==> src/rtl/uart_pkg.sv <==
// Shared definitions for the parametrised UART receiver: parity modes, FSM states, FIFO entry width.
package uart_pkg;

    localparam int PARITY_NONE = 0;
    localparam int PARITY_EVEN = 1;
    localparam int PARITY_ODD  = 2;

    typedef enum logic [2:0] {
        IDLE   = 3'd0,
        START  = 3'd1,
        DATA   = 3'd2,
        PARITY = 3'd3,
        STOP   = 3'd4
    } rx_state_t;

    // FIFO entry = data bits plus parity-error and frame-error flags
    function automatic int entry_width(input int data_bits);
        return data_bits + 2;
    endfunction

endpackage

==> src/rtl/uart_rx_fifo.sv <==
// Synchronous FIFO for received frames; head entry is held in a register, zero when empty.
module uart_rx_fifo #(
    parameter int WIDTH = 10,
    parameter int DEPTH = 4
) (
    input  logic             clk,
    input  logic             rst,
    input  logic             push,
    input  logic [WIDTH-1:0] wr_data,
    output logic             full,
    input  logic             pop,
    output logic [WIDTH-1:0] rd_data,
    output logic             empty
);

    localparam int AW = $clog2(DEPTH);

    logic [WIDTH-1:0] mem [DEPTH];
    logic [AW:0]      wr_ptr, rd_ptr, wr_ptr_d, rd_ptr_d;
    logic [WIDTH-1:0] head_q, head_d;
    logic             wr_en, rd_en;

    assign empty = (wr_ptr == rd_ptr);
    assign full  = (wr_ptr[AW] != rd_ptr[AW]) && (wr_ptr[AW-1:0] == rd_ptr[AW-1:0]);
    assign rd_en = pop && !empty;
    assign wr_en = push && (!full || rd_en);

    // The head register is loaded with what will sit at the read pointer next cycle,
    // bypassing the memory when that slot is being written right now.
    always_comb begin
        rd_ptr_d = rd_ptr + (AW+1)'(rd_en);
        wr_ptr_d = wr_ptr + (AW+1)'(wr_en);
        if (rd_ptr_d == wr_ptr_d)
            head_d = '0;
        else if (wr_en && (wr_ptr[AW-1:0] == rd_ptr_d[AW-1:0]))
            head_d = wr_data;
        else
            head_d = mem[rd_ptr_d[AW-1:0]];
    end

    always_ff @(posedge clk or posedge rst) begin
        if (rst) begin
            wr_ptr <= '0;
            rd_ptr <= '0;
            head_q <= '0;
        end else begin
            wr_ptr <= wr_ptr_d;
            rd_ptr <= rd_ptr_d;
            head_q <= head_d;
        end
    end

    always_ff @(posedge clk) begin
        if (wr_en)
            mem[wr_ptr[AW-1:0]] <= wr_data;
    end

    assign rd_data = head_q;

endmodule

==> src/rtl/uart_rx_param.sv <==
// Oversampled UART receiver with configurable frame format and an output FIFO.
// Optional macro UART_RX_MAJORITY_EN: 2-of-3 majority sampling around each nominal point.
module uart_rx_param
    import uart_pkg::*;
#(
    parameter int DATA_BITS    = 8,
    parameter int PARITY_MODE  = 1,
    parameter int STOP_BITS    = 1,
    parameter int CLKS_PER_BIT = 16,
    parameter int FIFO_DEPTH   = 4
) (
    input  logic                 clk,
    input  logic                 rst,
    input  logic                 rx_in,
    output logic [DATA_BITS-1:0] rx_data,
    output logic                 rx_parity_err,
    output logic                 rx_frame_err,
    output logic                 rx_valid,
    input  logic                 rx_ready,
    output logic                 overrun,
    output logic                 busy
);

    localparam int EW = entry_width(DATA_BITS);
    localparam int CW = $clog2(CLKS_PER_BIT + 1);
    localparam int BW = $clog2(DATA_BITS + 1);
    localparam logic ODD_EXP = (PARITY_MODE == PARITY_ODD);

    logic sync0, sync1, rxs, samp;

    always_ff @(posedge clk or posedge rst) begin
        if (rst) begin
            sync0 <= 1'b1;
            sync1 <= 1'b1;
        end else begin
            sync0 <= rx_in;
            sync1 <= sync0;
        end
    end
    assign rxs = sync1;

`ifdef UART_RX_MAJORITY_EN
    localparam int SAMPLE_LAG = 1;
    logic [1:0] hist;
    always_ff @(posedge clk or posedge rst) begin
        if (rst) hist <= '1;
        else     hist <= {hist[0], rxs};
    end
    // decided one cycle after nominal: rxs is nominal+1, hist[0] nominal, hist[1] nominal-1
    assign samp = (rxs & hist[0]) | (rxs & hist[1]) | (hist[0] & hist[1]);
`else
    localparam int SAMPLE_LAG = 0;
    assign samp = rxs;
`endif

    localparam int START_PT = CLKS_PER_BIT/2 - 1 + SAMPLE_LAG;
    localparam int BIT_PT   = CLKS_PER_BIT - 1;

    rx_state_t            state_q, state_d;
    logic [CW-1:0]        cnt_q, cnt_d;
    logic [BW-1:0]        bit_q, bit_d;
    logic [DATA_BITS-1:0] shreg_q, shreg_d;
    logic                 perr_q, perr_d, ferr_q, ferr_d, ferr_new;
    logic                 sample_now, frame_done;
    logic                 fifo_full, fifo_empty, pop, overrun_q;
    logic [EW-1:0]        head;

    assign sample_now = (state_q == START) ? (cnt_q == CW'(START_PT)) : (cnt_q == CW'(BIT_PT));

    always_ff @(posedge clk or posedge rst) begin
        if (rst) begin
            state_q <= IDLE;
            cnt_q   <= '0;
            bit_q   <= '0;
            shreg_q <= '0;
            perr_q  <= 1'b0;
            ferr_q  <= 1'b0;
        end else begin
            state_q <= state_d;
            cnt_q   <= cnt_d;
            bit_q   <= bit_d;
            shreg_q <= shreg_d;
            perr_q  <= perr_d;
            ferr_q  <= ferr_d;
        end
    end

    always_comb begin
        state_d    = state_q;
        cnt_d      = cnt_q + CW'(1);
        bit_d      = bit_q;
        shreg_d    = shreg_q;
        perr_d     = perr_q;
        ferr_d     = ferr_q;
        frame_done = 1'b0;
        ferr_new   = ferr_q | ~samp;
        unique case (state_q)
            IDLE: begin
                cnt_d = '0;
                if (!rxs) state_d = START;
            end
            START: if (sample_now) begin
                cnt_d   = '0;
                bit_d   = '0;
                perr_d  = 1'b0;
                ferr_d  = 1'b0;
                state_d = samp ? IDLE : DATA;
            end
            DATA: if (sample_now) begin
                cnt_d   = '0;
                shreg_d = {samp, shreg_q[DATA_BITS-1:1]};
                if (bit_q == BW'(DATA_BITS - 1)) begin
                    bit_d   = '0;
                    state_d = (PARITY_MODE != PARITY_NONE) ? PARITY : STOP;
                end else begin
                    bit_d = bit_q + BW'(1);
                end
            end
            PARITY: if (sample_now) begin
                cnt_d   = '0;
                perr_d  = ((^shreg_q) ^ samp) != ODD_EXP;
                state_d = STOP;
            end
            STOP: if (sample_now) begin
                cnt_d  = '0;
                ferr_d = ferr_new;
                if (bit_q == BW'(STOP_BITS - 1)) begin
                    frame_done = 1'b1;
                    state_d    = IDLE;
                end else begin
                    bit_d = bit_q + BW'(1);
                end
            end
            default: state_d = IDLE;
        endcase
    end

    assign pop = !fifo_empty && rx_ready;

    uart_rx_fifo #(
        .WIDTH (EW),
        .DEPTH (FIFO_DEPTH)
    ) u_fifo (
        .clk     (clk),
        .rst     (rst),
        .push    (frame_done),
        .wr_data ({ferr_new, perr_q, shreg_q}),
        .full    (fifo_full),
        .pop     (pop),
        .rd_data (head),
        .empty   (fifo_empty)
    );

    always_ff @(posedge clk or posedge rst) begin
        if (rst) overrun_q <= 1'b0;
        else     overrun_q <= frame_done && fifo_full && !pop;
    end

    assign rx_data       = head[DATA_BITS-1:0];
    assign rx_parity_err = head[DATA_BITS];
    assign rx_frame_err  = head[DATA_BITS+1];
    assign rx_valid      = !fifo_empty;
    assign overrun       = overrun_q;
    assign busy          = (state_q != IDLE);

endmodule
==> config.mk <==
export PLATFORM = sky130hd
export DESIGN_NAME = uart_rx_param
export DESIGN_NICKNAME = d
export VERILOG_FILES = /design/src/rtl/uart_pkg.sv /design/src/rtl/uart_rx_fifo.sv /design/src/rtl/uart_rx_param.sv
export SDC_FILE = /design/constraint.sdc
export NUM_CORES = 1
export LEC_CHECK = 0
export CORE_MARGIN = 2
export CORE_UTILIZATION = 54
export DETAILED_ROUTE_END_ITERATION = 8
export PLACE_DENSITY = 0.75
export SKIP_CTS_REPAIR_TIMING = 1
export SKIP_LAST_GASP = 1
export SLEW_MARGIN = 20
export SYNTH_ARGS = -nofsm -noshare
export SYNTH_HDL_FRONTEND = slang
export SYNTH_SLANG_ARGS = --single-unit
==> constraint.sdc <==
create_clock -name clk -period 2.9 [get_ports clk]
set_input_delay 0.87 -clock clk [delete_from_list [all_inputs] [get_ports clk]]
set_output_delay 0.87 -clock clk [all_outputs]
set_load 0.005 [all_outputs]
[After elaboration in Yosys (flattened, before gate mapping)]
Memories as Yosys holds them, arrays and structs flattened.
Index checks and enable logic that the tools add are counted.
Word-level totals
  memories: 1
  input bits: 4
  RAM bits: 40
  output and inout port bits: 13
  register bits: 41
Operators by class
  $add $sub $neg: 4
  bitwise operators: 3
  reductions and logical operators: 24
  multiplexer cells: 30
  equality and inequality tests: 20
Memories
  u_fifo.mem: depth 4, bits a word 10, rd ports 1, clocked after Yosys merged registers in 0, wr ports 1, RTL line uart_rx_fifo.sv:18  | logic [WIDTH-1:0] mem [DEPTH];
Operators by type and width (number)
  $mux W3: 7
  $mux W10: 2
  $mux W4: 5
  $ne A2 B2 Y1 const B: 8
  $pmux W3 S5: 1
  $pmux W4 S3: 1
  $pmux W5 S2: 1
  $mux W1: 9
  $reduce_xor A8 Y1: 1
  $logic_and A1 B1 Y1: 7
  $reduce_and A7 Y1: 1
  $add A3 B1 Y3: 2
  $eq A3 B2 Y1 const B: 2
  $eq A3 B3 Y1: 2
  $reduce_and A3 Y1: 2
  $reduce_bool A3 Y1: 2
  $add A5 B1 Y5 const B: 1
  $eq A5 B3 Y1 const B: 1
  $eq A5 B4 Y1 const B: 1
  $mux W5: 1
  $reduce_and A5 Y1: 1
  $add A4 B1 Y4 const B: 1
  $eq A2 B2 Y1: 2
  $eq A4 B3 Y1 const B: 1
  15 further kinds: 19

[Logic depth before layout (Yosys ltp)]
  depth in word-level cells: 9
  depth in mapped cells: 12
  mapped depth without buffers: 12

[Modules after synthesis]
A second synthesis with hierarchy kept.
Unflattened totals
  cell total of the unflattened synthesis: 262
  area total of the unflattened synthesis: 3647.2 um^2
Modules (own cells, without submodules)
  uart_rx_fifo: area each 2277.2 um^2, cells an instance 130, seq. area each 1601.5 um^2, instances 1
  uart_rx_param: area each 1370.1 um^2, cells an instance 132, seq. area each 628.1 um^2, instances 1

[Worst setup path after synthesis]
No wires, ideal clock.
  path kind: input -> register
  start: in rx_ready
  end: reg u_fifo.head_q[0], in the netlist u_fifo.rd_data[0]
  stages: 9
  setup time: 0.161 ns
  data required time: 2.739 ns
  slack: -0.206 ns
  data arrival time: 2.945 ns
  path through: or4_1 nand2_1 inv_1 ha_1 ha_1 xor2_1 xor2_1 nor3_1 a21oi_1
Between the ends
  cells in the longest elaborated chain, start to end: 7
Ends and longest elaborated chain
  from (decl): RTL line uart_rx_param.sv:19  | input logic rx_ready,
  $logic_and A1 B1 Y1: RTL line uart_rx_param.sv:138  | assign pop = !fifo_empty && rx_ready;
  $logic_and A1 B1 Y1: RTL line uart_rx_fifo.sv:25  | assign rd_en = pop && !empty;
  $logic_or A1 B1 Y1: RTL line uart_rx_fifo.sv:26  | assign wr_en = push && (!full || rd_en);
  $logic_and A1 B1 Y1: RTL line uart_rx_fifo.sv:26
  $add A3 B1 Y3: RTL line uart_rx_fifo.sv:32  | wr_ptr_d = wr_ptr + (AW+1)'(wr_en);
  net u_fifo.wr_ptr_d[2]: RTL line uart_rx_fifo.sv:19  | logic [AW:0] wr_ptr, rd_ptr, wr_ptr_d, rd_ptr_d;
  $eq A3 B3 Y1: RTL line uart_rx_fifo.sv:33  | if (rd_ptr_d == wr_ptr_d)
  $mux W10: RTL line uart_rx_fifo.sv:33
  net u_fifo.head_d[0]: RTL line uart_rx_fifo.sv:20  | logic [WIDTH-1:0] head_q, head_d;
  to (signal assigned): RTL line uart_rx_fifo.sv:45  | head_q <= '0;
  to (signal assigned): RTL line uart_rx_fifo.sv:49  | head_q <= head_d;
  to (decl): RTL line uart_rx_fifo.sv:20
The timed path passes the listed nets, and every way through them passes these cells.
A chain may end at the register's enable or synchronous reset.

[Worst setup path in the final report]
  start: in rx_ready
  end: reg u_fifo.head_q[7], in the netlist u_fifo.rd_data[7]
The elaborated chain is that of the path after synthesis.

==> impl_table.tex <==
\begin{tabular}{lr}
\hline
Metric & Value \\
\hline
\multicolumn{2}{l}{\textbf{Global route}} \\
\quad Busiest layer in global routing & met2 \\
\quad GRT Overall Usage & 0.199 \\
\quad Largest net degree at the start of global routing & 42 \\
\quad Gr ovfl total & 0 \\
\quad Met1 Usage GRT & 0.260 \\
\quad GR Layer Usage met2 & 0.316 \\
\quad Number of global-route vias before repair & 2202 \\
\quad First-pass GRT wire length & roughly 11 mm \\
\quad Met3 usage in global routing & 0.0616 \\
\quad Antenna violations before repair & 0 \\
\multicolumn{2}{l}{\textbf{Yosys}} \\
\quad Most frequent cell after synthesis & sky130\_fd\_sc\_hd\_\_edfxtp\_1 \\
\quad Mapped cell area & 3640 um\^{}2 \\
\quad Proportion of synthesized chip area in sequential cells & 0.612 \\
\quad Synthesized netlist net count & roughly 270 \\
\quad Share of synthesized registers carrying an async set or reset & 0.506 \\
\quad Number of distinct library cells after synthesis & 52 \\
\quad Yosys Warn Count & 0 \\
\quad Flip-flop and latch count after synthesis & 81 \\
\quad Most frequently used flop master after synthesis & sky130\_fd\_sc\_hd\_\_edfxtp\_1 \\
\quad Synthesized instance count & about 260 \\
\quad Area share of the leading cell type in the synthesized netlist & 0.330 \\
\quad Cells taking the most area after synthesis & sky130\_fd\_sc\_hd\_\_edfxtp\_1, sky130\_fd\_sc\_hd\_\_dfrtp\_1, sky130\_fd\_sc\_hd\_\_mux4\_2, sky130\_fd\_sc\_hd\_\_mux2\_2, sky130\_fd\_sc\_hd\_\_o31ai\_1 \\
\quad Average instance area after synthesis & 14.1 um\^{}2 \\
\quad EDFF count, synth & 40 \\
\quad Most instantiated cells after synthesis & sky130\_fd\_sc\_hd\_\_edfxtp\_1, sky130\_fd\_sc\_hd\_\_dfrtp\_1, sky130\_fd\_sc\_hd\_\_a21oi\_1 \\
\quad Largest area contributor in the netlist & sky130\_fd\_sc\_hd\_\_edfxtp\_1 \\
\multicolumn{2}{l}{\textbf{STA}} \\
\quad Slew margin rel. & 0.567 \\
\quad Final critical-path share of the clock period & 0.964 \\
\quad Top achievable clock speed & 0.358 GHz \\
\quad Fin. max-slew vios & 0 \\
\quad Final-report setup violation count & 0 \\
\quad Sum of negative setup slack & 0 ns \\
\quad Setup Skew & 0.00909 ns \\
\quad Post-route setup slack & between 0.1 and 0.15 ns \\
\quad Fin crit period & 2.80 ns \\
\quad Transition time at the pin with the least slew margin & $\sim$0.65 ns \\
\quad Worst hold-check slack & 0.361 ns \\
\quad Final hold violation count & 0 \\
\multicolumn{2}{l}{\textbf{Routing}} \\
\quad Count of vias placed by the detailed router & 2251 \\
\quad Number of remaining DRC errors & 0 \\
\quad Iter 0 DRT Violations & approximately 120 \\
\quad Routed Wire Length & 6.76 mm \\
\quad Remaining antenna violation count & 0 \\
\quad Ratio of routed vias to standard cells & 5.94 \\
\quad Iteration count of the initial detailed-routing pass & 5 \\
\quad Final routed wire length divided by cell count & between 15 and 20 um \\
\multicolumn{2}{l}{\textbf{Finish}} \\
\quad Share of the core filled with cells in the final layout & 0.669 \\
\quad Area added between synthesis and finish & 18.0\% \\
\quad Proportion of layout cells with a drive suffix above 1 & 0.248 \\
\quad Net total in the final layout & around 310 \\
\quad Count of fill cells added during filler insertion & roughly 460 \\
\quad Count of antenna diodes in the layout & 0 \\
\multicolumn{2}{l}{\textbf{Setup path}} \\
\quad Highest net fanout along the worst path & 5 \\
\quad Worst path arrival time & 3.02 ns \\
\quad Endpoint kind of the worst setup timing path & register \\
\quad Path type of the worst setup path & input port to register \\
\quad Crit path required time & 3.12 ns \\
\quad Category of the worst setup path launch point & input port \\
\multicolumn{2}{l}{\textbf{Placed design}} \\
\quad Count of buffers inserted at the top-level ports & 16 \\
\quad Detailed-placement wirelength estimate & 4.46 mm \\
\quad Setup slack at placement & -0.417 ns \\
\quad Routability-driven placement congestion ratio & 0.768 \\
\multicolumn{2}{l}{\textbf{Clocking}} \\
\quad Clock tree root driver cell & sky130\_fd\_sc\_hd\_\_clkbuf\_8 \\
\quad Clock tree from TritonCTS & built \\
\quad Max clock buf depth & 2 \\
\quad Number of levels in the clock H-tree & 3 \\
\quad Num CTS Buffers & 9 \\
\quad Clk slew on worst S/H paths & 0.08 ns \\
\quad Clock insertion delay at the later pin of the skew report & 0.35 ns \\
\quad Number of clock sinks & 81 \\
\multicolumn{2}{l}{\textbf{Pwr}} \\
\quad Leakage power & 1.69 nW \\
\quad Worst IR drop on VDD & 0.000488 V \\
\quad Pwr dens & between 900 and 1000 nW/um\^{}2 \\
\quad Total Power Consumption & 3.93 mW \\
\multicolumn{2}{l}{\textbf{Die}} \\
\quad Floorplan row count & 29 \\
\quad X dimension of the die & 86.1 um \\
\quad Core Box Area & approximately 6400 um\^{}2 \\
\quad Top Ports & 17 \\
\quad Starting Density & 0.567 \\
\quad Die boundary height & between 80 and 90 um \\
\quad Overall die area & 7420 um\^{}2 \\
\multicolumn{2}{l}{\textbf{Job}} \\
\quad Max-cap violations & 0 \\
\multicolumn{2}{l}{\textbf{Worst hold path}} \\
\quad Min-Delay Path Class & register to register \\
\multicolumn{2}{l}{\textbf{Run status}} \\
\quad Status & finished, final reports clean \\
\hline
\end{tabular}
[routing by layer]
metal  part of all wire  routed length, um  up-vias
met5                  0                  0        -
met4              0.013                 91        0
met2               0.50               3410       62
met1               0.44               2980     1117
li1                   -                  -     1064
met3              0.043                290        8
[worst max-delay path, stage by stage]
cell	delay, ns
sky130_fd_sc_hd__clkdlybuf4s50_1	0.42
sky130_fd_sc_hd__or4_4	0.44
sky130_fd_sc_hd__nand2_2	0.10
sky130_fd_sc_hd__inv_1	0.05
sky130_fd_sc_hd__ha_1	0.18
sky130_fd_sc_hd__ha_2	0.19
sky130_fd_sc_hd__xor2_2	0.18
sky130_fd_sc_hd__xor2_1	0.16
sky130_fd_sc_hd__nor3_2	0.18
sky130_fd_sc_hd__buf_4	0.19
sky130_fd_sc_hd__a21oi_1	0.05
[placed cells by master (no fill, tap or decap), types with 6 or more instances in the layout]
cell type / n
sky130_fd_sc_hd__nand2b_1: 6
sky130_fd_sc_hd__mux4_2: 10
sky130_fd_sc_hd__inv_1: 6
sky130_fd_sc_hd__o31ai_1: 12
sky130_fd_sc_hd__xor2_1: 9
sky130_fd_sc_hd__o21ai_0: 6
sky130_fd_sc_hd__nor2_1: 9
sky130_fd_sc_hd__clkbuf_8: 9
sky130_fd_sc_hd__buf_4: 23
sky130_fd_sc_hd__mux2_2: 8
sky130_fd_sc_hd__nand2_1: 7
sky130_fd_sc_hd__clkdlybuf4s50_1: 16
sky130_fd_sc_hd__dfrtp_1: 39
sky130_fd_sc_hd__a21oi_1: 13
sky130_fd_sc_hd__nand4_1: 10
sky130_fd_sc_hd__edfxtp_1: 40
[area by class of cell]
class,count,area [um^2],share of cell area
well taps,77,96.3,0.0224
clock inverters,7,95.1,0.0221
flip-flops and latches,81,2230,0.519
repair buffers,40,353,0.0821
inverters,6,22.5,0.00524
multi-input cells,159,1380,0.321
clock buffers,9,124,0.0288
[stage by stage]
stage	std cells	cell area (um^2)
after floorplan	258	3650
after global placement	358	4000
after detailed placement	358	4000
after CTS	374	4220
after global routing	379	4300
final	379	4300
[kinds of logic (layout without fill, tap and decap cells)]
logic type | Yosys count | count (layout) | share of synthesized area
buf+inv | 18 | 62 | 0.0220
flops | 81 | 81 | 0.612
simple gates | 71 | 71 | 0.124
compound gates | 45 | 45 | 0.0804
mux | 19 | 19 | 0.0893
fa+ha+maj | 7 | 7 | 0.0240
xor+xnor | 17 | 17 | 0.0488
[path summary, 6_finish.rpt]
| check | startpoint | to | slack [ns] | cells after the start |
|---|---|---|---|---|
| setup reg to reg | bit_q[1] | u_fifo.rd_data[7] | 0.14 | 13 |
| max in group asynchronous | rst | u_fifo.rd_data[5] | 1.59 | 3 |
| hold / removal | sync0 | rxs | 0.36 | 0 |
| min in group asynchronous | rst | cnt_q[4] | 0.94 | 3 |
| setup / recovery | rx_ready | u_fifo.rd_data[7] | 0.10 | 11 |
| hold reg to reg | sync0 | rxs | 0.36 | 0 |
[state kept, by name, indices dropped and copies added, names as in the netlist]
name            count
overrun             1
u_fifo.wr_ptr       3
u_fifo.mem         40
rxs                 1
ferr_q              1
sync0               1
state_q             3
u_fifo.rd_data     10
u_fifo.rd_ptr       3
perr_q              1
shreg_q             8
cnt_q               5
bit_q               4
[power breakdown]
part | total, mW | switching, mW | leakage [nW] | internal, mW
clock network | 0.888 | 0.405 | 0.0991 | 0.483
logic | 1.57 | 0.770 | 0.684 | 0.800
registers | 1.47 | 0.107 | 0.902 | 1.36
total | 3.93 | 1.28 | 1.69 | 2.65
No activity file was read; power rests on OpenSTA's default activity.
